`src/rtl/stream_demux_pkg.sv`:
```
// Shared types for the 1:2 stream demultiplexer.
// Skid-buffer occupancy states and the port count.
package stream_demux_pkg;

  typedef enum logic [1:0] {
    EMPTY,
    ONE,
    TWO
  } skid_state_t;

  localparam int NUM_PORTS = 2;

endpackage

```
`src/rtl/skid_buf2.sv`:
```
// Two-entry skid buffer for one demux output port.
// full is registered state only, so it never depends on out_ready.
module skid_buf2
  import stream_demux_pkg::*;
#(
  parameter int WIDTH = 64
) (
  input  logic             clk,
  input  logic             reset_n,
  input  logic             push,
  input  logic [WIDTH-1:0] push_data,
  output logic             full,
  output logic             out_valid,
  input  logic             out_ready,
  output logic [WIDTH-1:0] out_data
);

  skid_state_t      state;
  logic [WIDTH-1:0] main_q;
  logic [WIDTH-1:0] skid_q;
  logic             pop;

  assign out_valid = (state != EMPTY);
  assign full      = (state == TWO);
  assign out_data  = main_q;
  assign pop       = out_valid && out_ready;

  always_ff @(posedge clk or negedge reset_n) begin
    if (!reset_n) begin
      state <= EMPTY;
    end else begin
      unique case (state)
        EMPTY: if (push) state <= ONE;
        ONE: begin
          if (push && !pop) state <= TWO;
          else if (!push && pop) state <= EMPTY;
        end
        TWO: if (pop) state <= ONE;
        default: state <= EMPTY;
      endcase
    end
  end

  // Payload is not reset; state alone decides validity.
  always_ff @(posedge clk) begin
    unique case (state)
      EMPTY: if (push) main_q <= push_data;
      ONE: begin
        if (push && pop) main_q <= push_data;
        else if (push) skid_q <= push_data;
      end
      TWO: if (pop) main_q <= skid_q;
      default: ;
    endcase
  end

endmodule

```
`src/rtl/stream_demux1_2.sv`:
```
// Registered 1:2 valid/ready stream demux with per-port skid buffers.
// Define STREAM_DEMUX_STATS_EN to add per-port popped-beat counters.
module stream_demux1_2
  import stream_demux_pkg::*;
#(
  parameter int WIDTH = 64
) (
  input  logic                  clk,
  input  logic                  reset_n,
  input  logic                  in_valid,
  output logic                  in_ready,
  input  logic                  in_sel,
  input  logic [WIDTH-1:0]      in_data,
  output logic [1:0]            out_valid,
  input  logic [1:0]            out_ready,
  output logic [1:0][WIDTH-1:0] out_data
`ifdef STREAM_DEMUX_STATS_EN
  ,
  output logic [1:0][15:0]      beat_count
`endif
);

  logic [1:0] full;
  logic [1:0] push;
  logic       accept;

  // Only the selected port's occupancy gates the producer.
  assign in_ready = reset_n && !full[in_sel];
  assign accept   = in_valid && in_ready;
  assign push     = {accept & in_sel, accept & ~in_sel};

  for (genvar p = 0; p < NUM_PORTS; p++) begin : g_port
    skid_buf2 #(
      .WIDTH(WIDTH)
    ) u_buf (
      .clk      (clk),
      .reset_n  (reset_n),
      .push     (push[p]),
      .push_data(in_data),
      .full     (full[p]),
      .out_valid(out_valid[p]),
      .out_ready(out_ready[p]),
      .out_data (out_data[p])
    );
  end

`ifdef STREAM_DEMUX_STATS_EN
  always_ff @(posedge clk or negedge reset_n) begin
    if (!reset_n) begin
      beat_count <= '0;
    end else begin
      for (int p = 0; p < NUM_PORTS; p++) begin
        if (out_valid[p] && out_ready[p])
          beat_count[p] <= beat_count[p] + 16'd1;
      end
    end
  end
`endif

endmodule

```
`config.mk`:
```
export PLATFORM = sky130hd
export DESIGN_NAME = stream_demux1_2
export DESIGN_NICKNAME = d
export VERILOG_FILES = /design/src/rtl/stream_demux_pkg.sv /design/src/rtl/skid_buf2.sv /design/src/rtl/stream_demux1_2.sv
export SDC_FILE = /design/constraint.sdc
export NUM_CORES = 1
export LEC_CHECK = 0
export CORE_MARGIN = 5
export CORE_UTILIZATION = 25
export DETAILED_ROUTE_END_ITERATION = 8
export GPL_ROUTABILITY_DRIVEN = 1
export PLACE_DENSITY = 0.5
export SYNTH_ARGS = -nofsm -noshare
export SYNTH_HDL_FRONTEND = slang
export SYNTH_SLANG_ARGS = --single-unit
```
`constraint.sdc`:
```
create_clock -name clk -period 7.8 [get_ports clk]
set_input_delay 0.78 -clock clk [delete_from_list [all_inputs] [get_ports clk]]
set_output_delay 0.78 -clock clk [all_outputs]
set_load 0.01 [all_outputs]
```
Yosys cells after proc, flatten, opt, wreduce, memory -nomap -nowiden
Index checks and enable logic that the tools add are counted.
- magnitude comparators: 1
- equal/unequal tests: 12
- multiplexer cells: 20
- bitwise operators: 5
- reductions and logical operators: 27
- operators by type and width (kind ; count):
    $mux W64 ; 6
    $pmux W64 S3 ; 2
    $mux W2 ; 8
    $pmux W2 S3 ; 2
    $reduce_and A3 Y1 ; 4
    $logic_and A1 B1 Y1 ; 10
    $ne A2 B1 Y1 const B ; 4
    $reduce_and A4 Y1 ; 2
    $ne A3 B1 Y1 const B ; 2
    $reduce_bool A3 Y1 ; 2
    $logic_not A1 Y1 ; 5
    $eq A2 B1 Y1 const B ; 2
    $eq A2 B2 Y1 const B ; 2
    $logic_not A2 Y1 ; 2
    $ne A2 B2 Y1 const B ; 2
    $reduce_bool A2 Y1 ; 2
    $not A1 Y1 ; 3
    $and A1 B1 Y1 ; 2
    $lt A1 B2 Y1 const B ; 1
    $mux W1 ; 2
- output and inout port bits: 131
- flip-flop bits (word level): 260
- bits of input ports: 70
- logic and storage cells: 71

Depth between registers and ports, before layout
Gate-level depths: netlist (run 1).
- depth after elaboration: 12
- depth in mapped cells: 6

Cells and area by module
A second synthesis (run 1) with hierarchy kept.
- cells, all modules: 443
- area total of the unflattened synthesis: 10062.2 sq um
- modules (own cells, without submodules) (module ; cells an instance ; instances ; area an instance (sq um) ; sequential area each (sq um)):
    skid_buf2 ; 219 ; 2 ; 5014.8 ; 3893.7
    stream_demux1_2 ; 5 ; 1 ; 32.5 ; 0.0

Worst setup path after synthesis (run 1)
No wires, ideal clock.
- path kind: input port to flip-flop
- start: input in_sel
- end: register g_port[1].u_buf.skid_q[0], enable pin
- setup slack: 0.008 ns
- arrival time: 7.148 ns
- setup time: 0.644 ns
- stages: 3
- cell sequence: nand3b_1 > o211ai_1 > nor4_1
- cells in the longest elaborated chain, start to end: 9
- ends and longest elaborated chain (what ; line ; text):
    start: declaration ; stream_demux1_2.sv:12 ; input logic in_sel,
    $mux W1 (implied by the code) (2 in series) ; stream_demux1_2.sv:28 ; assign in_ready = reset_n && !full[in_sel];
    $logic_not A1 Y1 ; stream_demux1_2.sv:28 ;
    $logic_and A1 B1 Y1 ; stream_demux1_2.sv:28 ;
    $logic_and A1 B1 Y1 ; stream_demux1_2.sv:29 ; assign accept = in_valid && in_ready;
    $and A1 B1 Y1 * ; stream_demux1_2.sv:30 ; assign push = {accept & in_sel, accept & ~in_sel};
    $logic_and A1 B1 Y1 ; skid_buf2.sv:49 ; if (push && pop) main_q <= push_data;
    $not A1 Y1 (no line) ; -- ;
    $reduce_and A3 Y1 (no line) * ; -- ;
    end signal: assignment ; skid_buf2.sv:50 ; else if (push) skid_q <= push_data;
    end: declaration ; skid_buf2.sv:20 ; logic [WIDTH-1:0] skid_q;
Every way passes the cells marked *; elsewhere a longest branch is shown, timed or not. The select of a mux whose other input is x is not followed.
A chain may end at the register's enable or synchronous reset.

Worst setup path after layout (run 1)
- start: register g_port[0].u_buf.state[1]
- end: output in_ready
- cells in the longest elaborated chain, start to end: 5
- ends and longest elaborated chain (what ; line ; text):
    start: declaration ; skid_buf2.sv:18 ; skid_state_t state;
    start signal: assignment ; skid_buf2.sv:30 ; state <= EMPTY;
    start signal: assignment ; skid_buf2.sv:33 ; EMPTY: if (push) state <= ONE;
    start signal: assignment ; skid_buf2.sv:35 ; if (push && !pop) state <= TWO;
    $eq A2 B2 Y1 ; skid_buf2.sv:24 ; assign full = (state == TWO);
    $mux W1 (implied by the code) (2 in series) ; stream_demux1_2.sv:28 ;
    $logic_not A1 Y1 ; stream_demux1_2.sv:28 ;
    $logic_and A1 B1 Y1 ; stream_demux1_2.sv:28 ;
    end: declaration ; stream_demux1_2.sv:11 ; output logic in_ready,
Every way passes these cells. The select of a mux whose other input is x is not followed.

==> run summary, run 1 <==
The flow ran to the end, and the final reports show no timing, DRC or antenna violations. Ratio of final minimum period to clock period: 0.470. Relative area change from synthesis to final layout: 35.5%.

The ratio of cells with drive above 1 in the final layout works out to 0.139. The largest fanout of any net on the critical path works out to 66. Summing over every cut layer, the via total after detailed routing is 5258.

The number of enable-type register cells in the synthesized netlist is 256, and the count of unique library cells instantiated by Yosys is 32. The tools report the number of buffers between clock root and the deepest sink as 3. Setup repair after global routing left no endpoint under its margin.

TritonCTS built the clock tree. Synthesis inferred 260 register bits. The number of nets in the synthesized netlist is 642. By instance count, the leading cell after synthesis is edfxtp_1. The tools report the post-route DRC violation count as 0. The logs give 0 for the number of pins exceeding their max-slew limit in the final report and 856 for the total number of nets in the final design. STA puts the critical path data arrival time at 2.88 ns.

The overall routed net length was 23100 um. In this run the static leakage power is 0.00459 uW. The fmax came out at 273 MHz. Sequential fraction of the synthesis area: 0.800. For the deepest level of the CTS H-tree, the log shows 1. The global routing stage identified its most utilized layer as met2. Using the TritonRoute via totals, the vias-per-cell ratio works out to 3.98. The worst setup path category is register to primary output. The placed wire-length estimate came out at 13600 um.

The data required time at the worst endpoint is 7.02 ns, and the global-route usage over all layers is 0.103. The share of the synthesized area in the top cell type was 0.789; the first-pass GRT wire length was 35100 um. The detail route stage leaves a number of antenna-violating nets equal to 0. Before antenna repair, the detailed router went through 4 iterations.

The logs give 0.00181 mm^2 for the multi-input gate area in the final layout and 0 for the total of warnings raised by yosys. The number of setup buffers added after CTS is 0. The tools report the clock tree root buffer cell as clkbuf_16. The total power density per cell area is 235 mW/mm^2, and the number of max-cap violations is 0. Entering global routing, the biggest net connects 67 pins. The relative slew slack is 0.327, and the met3 routing resource usage after global routing is 0.0311. The logs give 0 for the global-route congestion overflow total and 0 for the post-cts repair resize count. The via count of the first global-routing pass came out at 5539. Buffers inserted during clock tree synthesis total 29. On the final layout, the worst clock skew is 0.0110 ns. For the pin with the worst max-slew slack, the measured transition is 1.01 ns. IR analysis of the VDD net gives a maximum drop of 163 uV.

edfxtp_1 takes more of the synthesized area than any other cell. For this design the top-level I/O count stands at 201. The global routing met2 resource utilization is 0.158. The run gives 0.342 as the utilization after layout. The die covers 0.0430 mm^2. The number of setup violations in the final report is 0, and the number of diodes is 0. In this run, the number of DRC markers left after iteration 0 of detailed routing was 184. The final RePlAce weighted congestion was 0.694. The region available for standard cell placement spans 0.0386 mm^2. In the final routed layout, each cell accounts on average for 17.5 um. STA classifies the critical path endpoint as a primary output. The die is 207 um wide. Clock-pin slew was measured on the worst setup and hold paths at 0.06 ns. Final period demand of the worst path: 3.66 ns. The class of the tightest hold or removal check was primary input to async pin. For the final-report hold violation count, the log shows 0. For the register-to-register setup slack, the log shows 4.34 ns. Input and output buffers added on the ports amount to 200. Ranked by instance count, the synthesized netlist is headed by edfxtp_1 (256), nand2_1 (195), mux2_4 (30). The global routing met1 resource utilization is 0.147.

Fill cells in the final layout number 3764. STA classifies the critical path startpoint as a register. The area used by sequential logic in the layout was 0.00779 mm^2; the TritonCTS sink count was 260.

The summed negative setup slack over all endpoints is 0 ns. The tools report the post-synthesis instance total as 572. After synthesis, the cell types taking the most area are edfxtp_1 (79%), nand2_1 (7.5%), mux2_4 (4.6%). Clock latency on the worst-skew pair, taken at its later pin, is 0.53 ns. For the synthesized cell area, the log shows 0.00974 mm^2. Row generation in the floorplan step produced 72 rows. The initial core utilization was 0.253.

The most used flip-flop cell after synthesis is edfxtp_1. The die is 207 um tall. The average instance in the mapped netlist occupies 17.0 um^2. For the count of hold buffers inserted by post-cts repair, the log shows 0. The number of antenna violations at the first check in global routing came out at 0. The proportion of synthesized flip-flops having asynchronous set or reset came out at 0.0154.
## layout make-up
class,count,area share
sequential,260,0.590
timing repair buffer,207,0.156
multi-input combinational,287,0.137
clock buffer,36,0.0570
tap,518,0.0491
clock inverter,13,0.0108
inverter,1,0.000284
## cells by family after synthesis
kind of cell / after synthesis / share of synthesized area
muxes: 65 / 0.0866
xor gates and xnor gates: 1 / 0.000899
DFF: 260 / 0.800
buffers and inverters: 25 / 0.0199
and+or+nand+nor: 213 / 0.0875
AOI/OAI and AO/OA: 8 / 0.00553
## flip-flops by register name (all words and copies together) (netlist names)
register               cells
g_port.u_buf.state         4
g_port.u_buf.out_data    128
g_port.u_buf.skid_q      128
## worst max-delay path, stage by stage (launching register included)
cell and delay, ns:
dfrtp_1 0.57, nand2b_4 0.54, o211ai_1 0.64, inv_1 0.09, clkdlybuf4s50_1 0.50
## stage by stage
stage / instances / cell area (um^2) / power, uW / hold WS, ns / setup WS, ns
floorplan: 572 / 9740 / 1710 / 0.484 / 0.00792
global placement: 1273 / 12300 / 1830 / 0.489 / 4.25
detailed placement: 1273 / 12300 / 1840 / 0.494 / 4.17
CTS: 1322 / 13200 / 3170 / 0.454 / 4.03
global route: 1322 / 13200 / 3240 / 0.460 / 3.89
finish: 1322 / 13200 / 3110 / 0.492 / 4.14
## where the power goes
group	switching, uW	leakage (uW)	internal, uW
Combinational	98.2	0.00177	109
Clock	528	0.000437	776
Sequential	13.4	0.00238	1580
Total	640	0.00459	2470
## routing by layer
metal  wire length (um)  part of all wire
met1              11000              0.48
met2              10100              0.44
met3               1640             0.071
met4                368             0.016
met5                  0                 0
## cells in the final DEF, fill, tap and decap left out, types with 2 or more instances in the layout
| master | netlist | layout |
|---|---|---|
| edfxtp_1 | 256 | 256 |
| clkdlybuf4s50_1 | 0 | 200 |
| nand2_1 | 195 | 195 |
| mux2_4 | 30 | 30 |
| clkbuf_16 | 0 | 29 |
| mux2_2 | 26 | 26 |
| mux2_1 | 8 | 8 |
| clkbuf_1 | 1 | 7 |
| buf_4 | 4 | 7 |
| clkinv_2 | 0 | 5 |
| dfrtp_1 | 4 | 4 |
| nand3b_1 | 3 | 3 |
| bufinv_16 | 0 | 3 |
| clkinv_1 | 0 | 3 |
| nor2b_4 | 1 | 2 |
| or2_2 | 2 | 2 |
| nand2b_1 | 3 | 2 |
| nand3_1 | 2 | 2 |
## path summary, 6_finish.rpt
kind                                                 to  depth (start not counted)                       start
hold reg to reg            g_port[0].u_buf.out_data[34]                          2  g_port[0].u_buf.skid_q[34]
min in group clk           g_port[0].u_buf.out_data[34]                          2  g_port[0].u_buf.skid_q[34]
hold / removal                 g_port[0].u_buf.state[1]                          1                     reset_n
max in group asynchronous      g_port[1].u_buf.state[1]                          1                     reset_n
setup / recovery                               in_ready                          4    g_port[0].u_buf.state[1]
setup reg to reg             g_port[1].u_buf.skid_q[21]                          4    g_port[0].u_buf.state[1]
(Power assumes the default switching activity.)
==> run 2: changes to the inputs <==
Clock period 7.8 ns to 3.21 ns, I/O delays scaled along.
==> run summary, run 2 (synthesis gave the netlist of run 1 again) <==
met2 is the most crowded layer. The part of the power in combinational logic came out at 0.067. The relative slew slack was 0.398. The run gives 0.505 as the part of the power in registers. Traced cell by cell, the critical path runs through dlygate4sd3_1 -> clkdlybuf4s50_1 -> o211ai_1 -> inv_1 -> clkdlybuf4s50_1.

The die covers 0.0430 mm^2. The placed wire-length estimate came out at 13400 um. Derived from the worst setup path, the maximum achievable clock frequency is 366 MHz. Number of antenna violations at the first check in global routing: 1. The area growth from synthesis to layout is 36.9%.

In this design, the largest share of critical-path delay is due to buffers and inverters. Switching share of total power: 0.207. The tools report the number of buffers between clock root and the deepest sink as 3. In this run, the number of DRC markers left after iteration 0 of detailed routing was 191.

Leaving out fill and tap cells, the most frequent cells in the layout are edfxtp_1 (256), clkdlybuf4s50_1 (200), nand2_1 (195), mux2_4 (30), clkbuf_16 (29). The logs give 22800 um for the overall routed net length and 1 for the deepest level of the CTS H-tree. The clock drives 260 sinks. The logs give 66 for the pin count of the biggest net entering global routing and 0 for the number of diodes. The placeable core area was 0.0386 mm^2. Tracing the worst setup path back leads to its startpoint at reset_n. The total number of nets in the final design is 860. The worst register-to-register path begins at g_port[0].u_buf.state[0]. IR analysis of the VDD net gives a maximum drop of 331 uV.

The cell internal power dissipation is 6080 uW. The number of gates resized after CTS was 0. The detail route stage leaves a number of antenna-violating nets equal to 0.

The largest single stage delay on the critical path is 0.64 ns. The run finished with clean final reports. For this design the top-level I/O count stands at 201.

The tools report the final hold slack as 0.415 ns. For this design the static power due to leakage is 0.00463 uW. The critical path is of the primary input to primary output type. The arrival time of data at the critical path endpoint is 2.41 ns, and the number of pins exceeding their max-slew limit in the final report is 0. STA classifies the critical path startpoint as a primary input.

The tools report the clock tree root buffer cell as clkbuf_16. The most common cell after layout, fill and taps aside was edfxtp_1. The run gives 29 as the number of CTS-inserted buffers.

In this design, the critical path's most frequently occurring cell is clkdlybuf4s50_1. TritonCTS built the clock tree. The design draws 7670 uW. The clock share of power came out at 0.429.

The ratio of cells with drive above 1 in the final layout was 0.143; the detail-routed net length per standard cell was 17.2 um. The most critical setup path has its endpoint at in_ready. The pre-CTS setup slack was 0.814 ns; the global routing met2 resource utilization was 0.158. The initial core utilization was 0.253. For the number of search-and-repair iterations in the first detailed-routing pass, the log shows 4.

The met3 routing resource usage after global routing was 0.0323; the largest fanout of any net on the critical path was 7. The final-report hold violation count was 0. The category of the worst setup path capture point is a primary output. For this design the total switching power over the nets is 1590 uW. In this run the critical register-to-register path is captured at g_port[1].u_buf.skid_q[22].

The chip width works out to 207 um. Cell type of the slowest stage on the worst timing path: clkdlybuf4s50_1. In this run the worst hold path is classified as primary input to register. For the worst setup path, the data required time is 2.89 ns. The global-route congestion overflow total is 0, and the final worst-path setup slack is 0.476 ns. The count of buffering cells on the critical path with inverters included works out to 4.

The detailed router placed 5341 vias in this run. The total power density per cell area came out at 575 mW/mm^2. The clock network latency to the later pin of the worst-skew pair is 0.54 ns.

Number of setup violations in the final report: 0. Setup repair after global routing left no endpoint under its margin. The first global-routing pass estimated 34900 um of wire.

The cell count along the critical path came out at 5. The tools report the global routing met1 resource utilization as 0.141. The ratio of final minimum period to clock period is 0.852, and the slew at the pin closest to its max-slew limit is 0.903 ns.

The register-to-register setup slack is 1.22 ns. Setup total negative slack on the finished layout was measured at 0 ns. After detailed routing, the number of remaining DRC violations is 0. The number of port buffers was 200. After floorplanning, the core was divided into 72 placement rows.

The logs give 0.103 for the global-route usage over all layers and 0 for the number of max-cap violations. The tools report the final RePlAce weighted congestion as 0.697. Clock-pin slew was measured on the worst setup and hold paths at 0.06 ns.

For the worst flop-to-flop path, the logic depth is 4. The run gives 5558 as the via count of the first global-routing pass. For the final database, setup skew stands at 0.0150 ns. The die is 207 um tall. After detailed routing, the number of vias per cell comes to 4.02.

The worst path needs 2.73 ns of the cycle, external delays included.
==> run 2: worst min-delay path by stage <==
stage	start	to	slack [ns]	depth (start not counted)
after floorplan	reset_n	g_port[0].u_buf.state[0]	0.03	0
after global placement	g_port[0].u_buf.skid_q[32]	g_port[0].u_buf.out_data[32]	0.49	2
after detailed placement	g_port[0].u_buf.skid_q[34]	g_port[0].u_buf.out_data[34]	0.50	2
after CTS	in_data[40]	g_port[0].u_buf.skid_q[40]	0.37	1
after global routing	in_data[40]	g_port[0].u_buf.skid_q[40]	0.40	1
final	in_data[40]	g_port[0].u_buf.skid_q[40]	0.42	1
==> run 2: power groups by stage <==
stage / clock (uW) / combinational (uW) / sequential, uW
after floorplan: 0 / 184 / 3970
after global placement: 0 / 515 / 3940
after detailed placement: 0 / 521 / 3940
after CTS: 3400 / 523 / 3870
after global routing: 3540 / 556 / 3880
final: 3290 / 510 / 3870
==> run 2: worst register-to-register path, cell delays in order (launching register included) <==
cell and delay [ns]:
dfrtp_1 0.46, nand2b_4 0.17, o211ai_1 0.23, nor4_4 0.32, buf_12 0.41
==> run 2: metal layers <==
layer,wire length (um),vias up
met5,13,-
met4,450,2
met3,1550,33
met2,10300,174
met1,10500,2628
li1,-,2504
==> run 2: area by class of cell <==
type	count	area (um^2)
Tap cell	518	648
Clock inverter	17	188
Clock buffer	34	744
Multi-Input combinational cell	287	1820
Inverter	1	3.75
Sequential cell	260	7790
Fill cell	3786	25200
Timing Repair Buffer	211	2140
==> run 2: repair_timing <==
item | in CTS | in global routing
setup endpoints to repair | 0 | 0
buffers inserted | 0 | 0
hold endpoints to repair | 4 | 0
hold buffers | 1 | 0
==> run 2: metrics by stage <==
| stage | cell area [um^2] | cells | utilization |
|---|---|---|---|
| 2_1_floorplan | 9780 | 572 | - |
| 3_3_place_gp | 12400 | 1276 | 0.321 |
| 3_5_place_dp | 12400 | 1276 | 0.321 |
| 4_1_cts | 13300 | 1328 | 0.346 |
| 5_1_grt | 13300 | 1328 | 0.346 |
| 6_report | 13300 | 1328 | 0.346 |
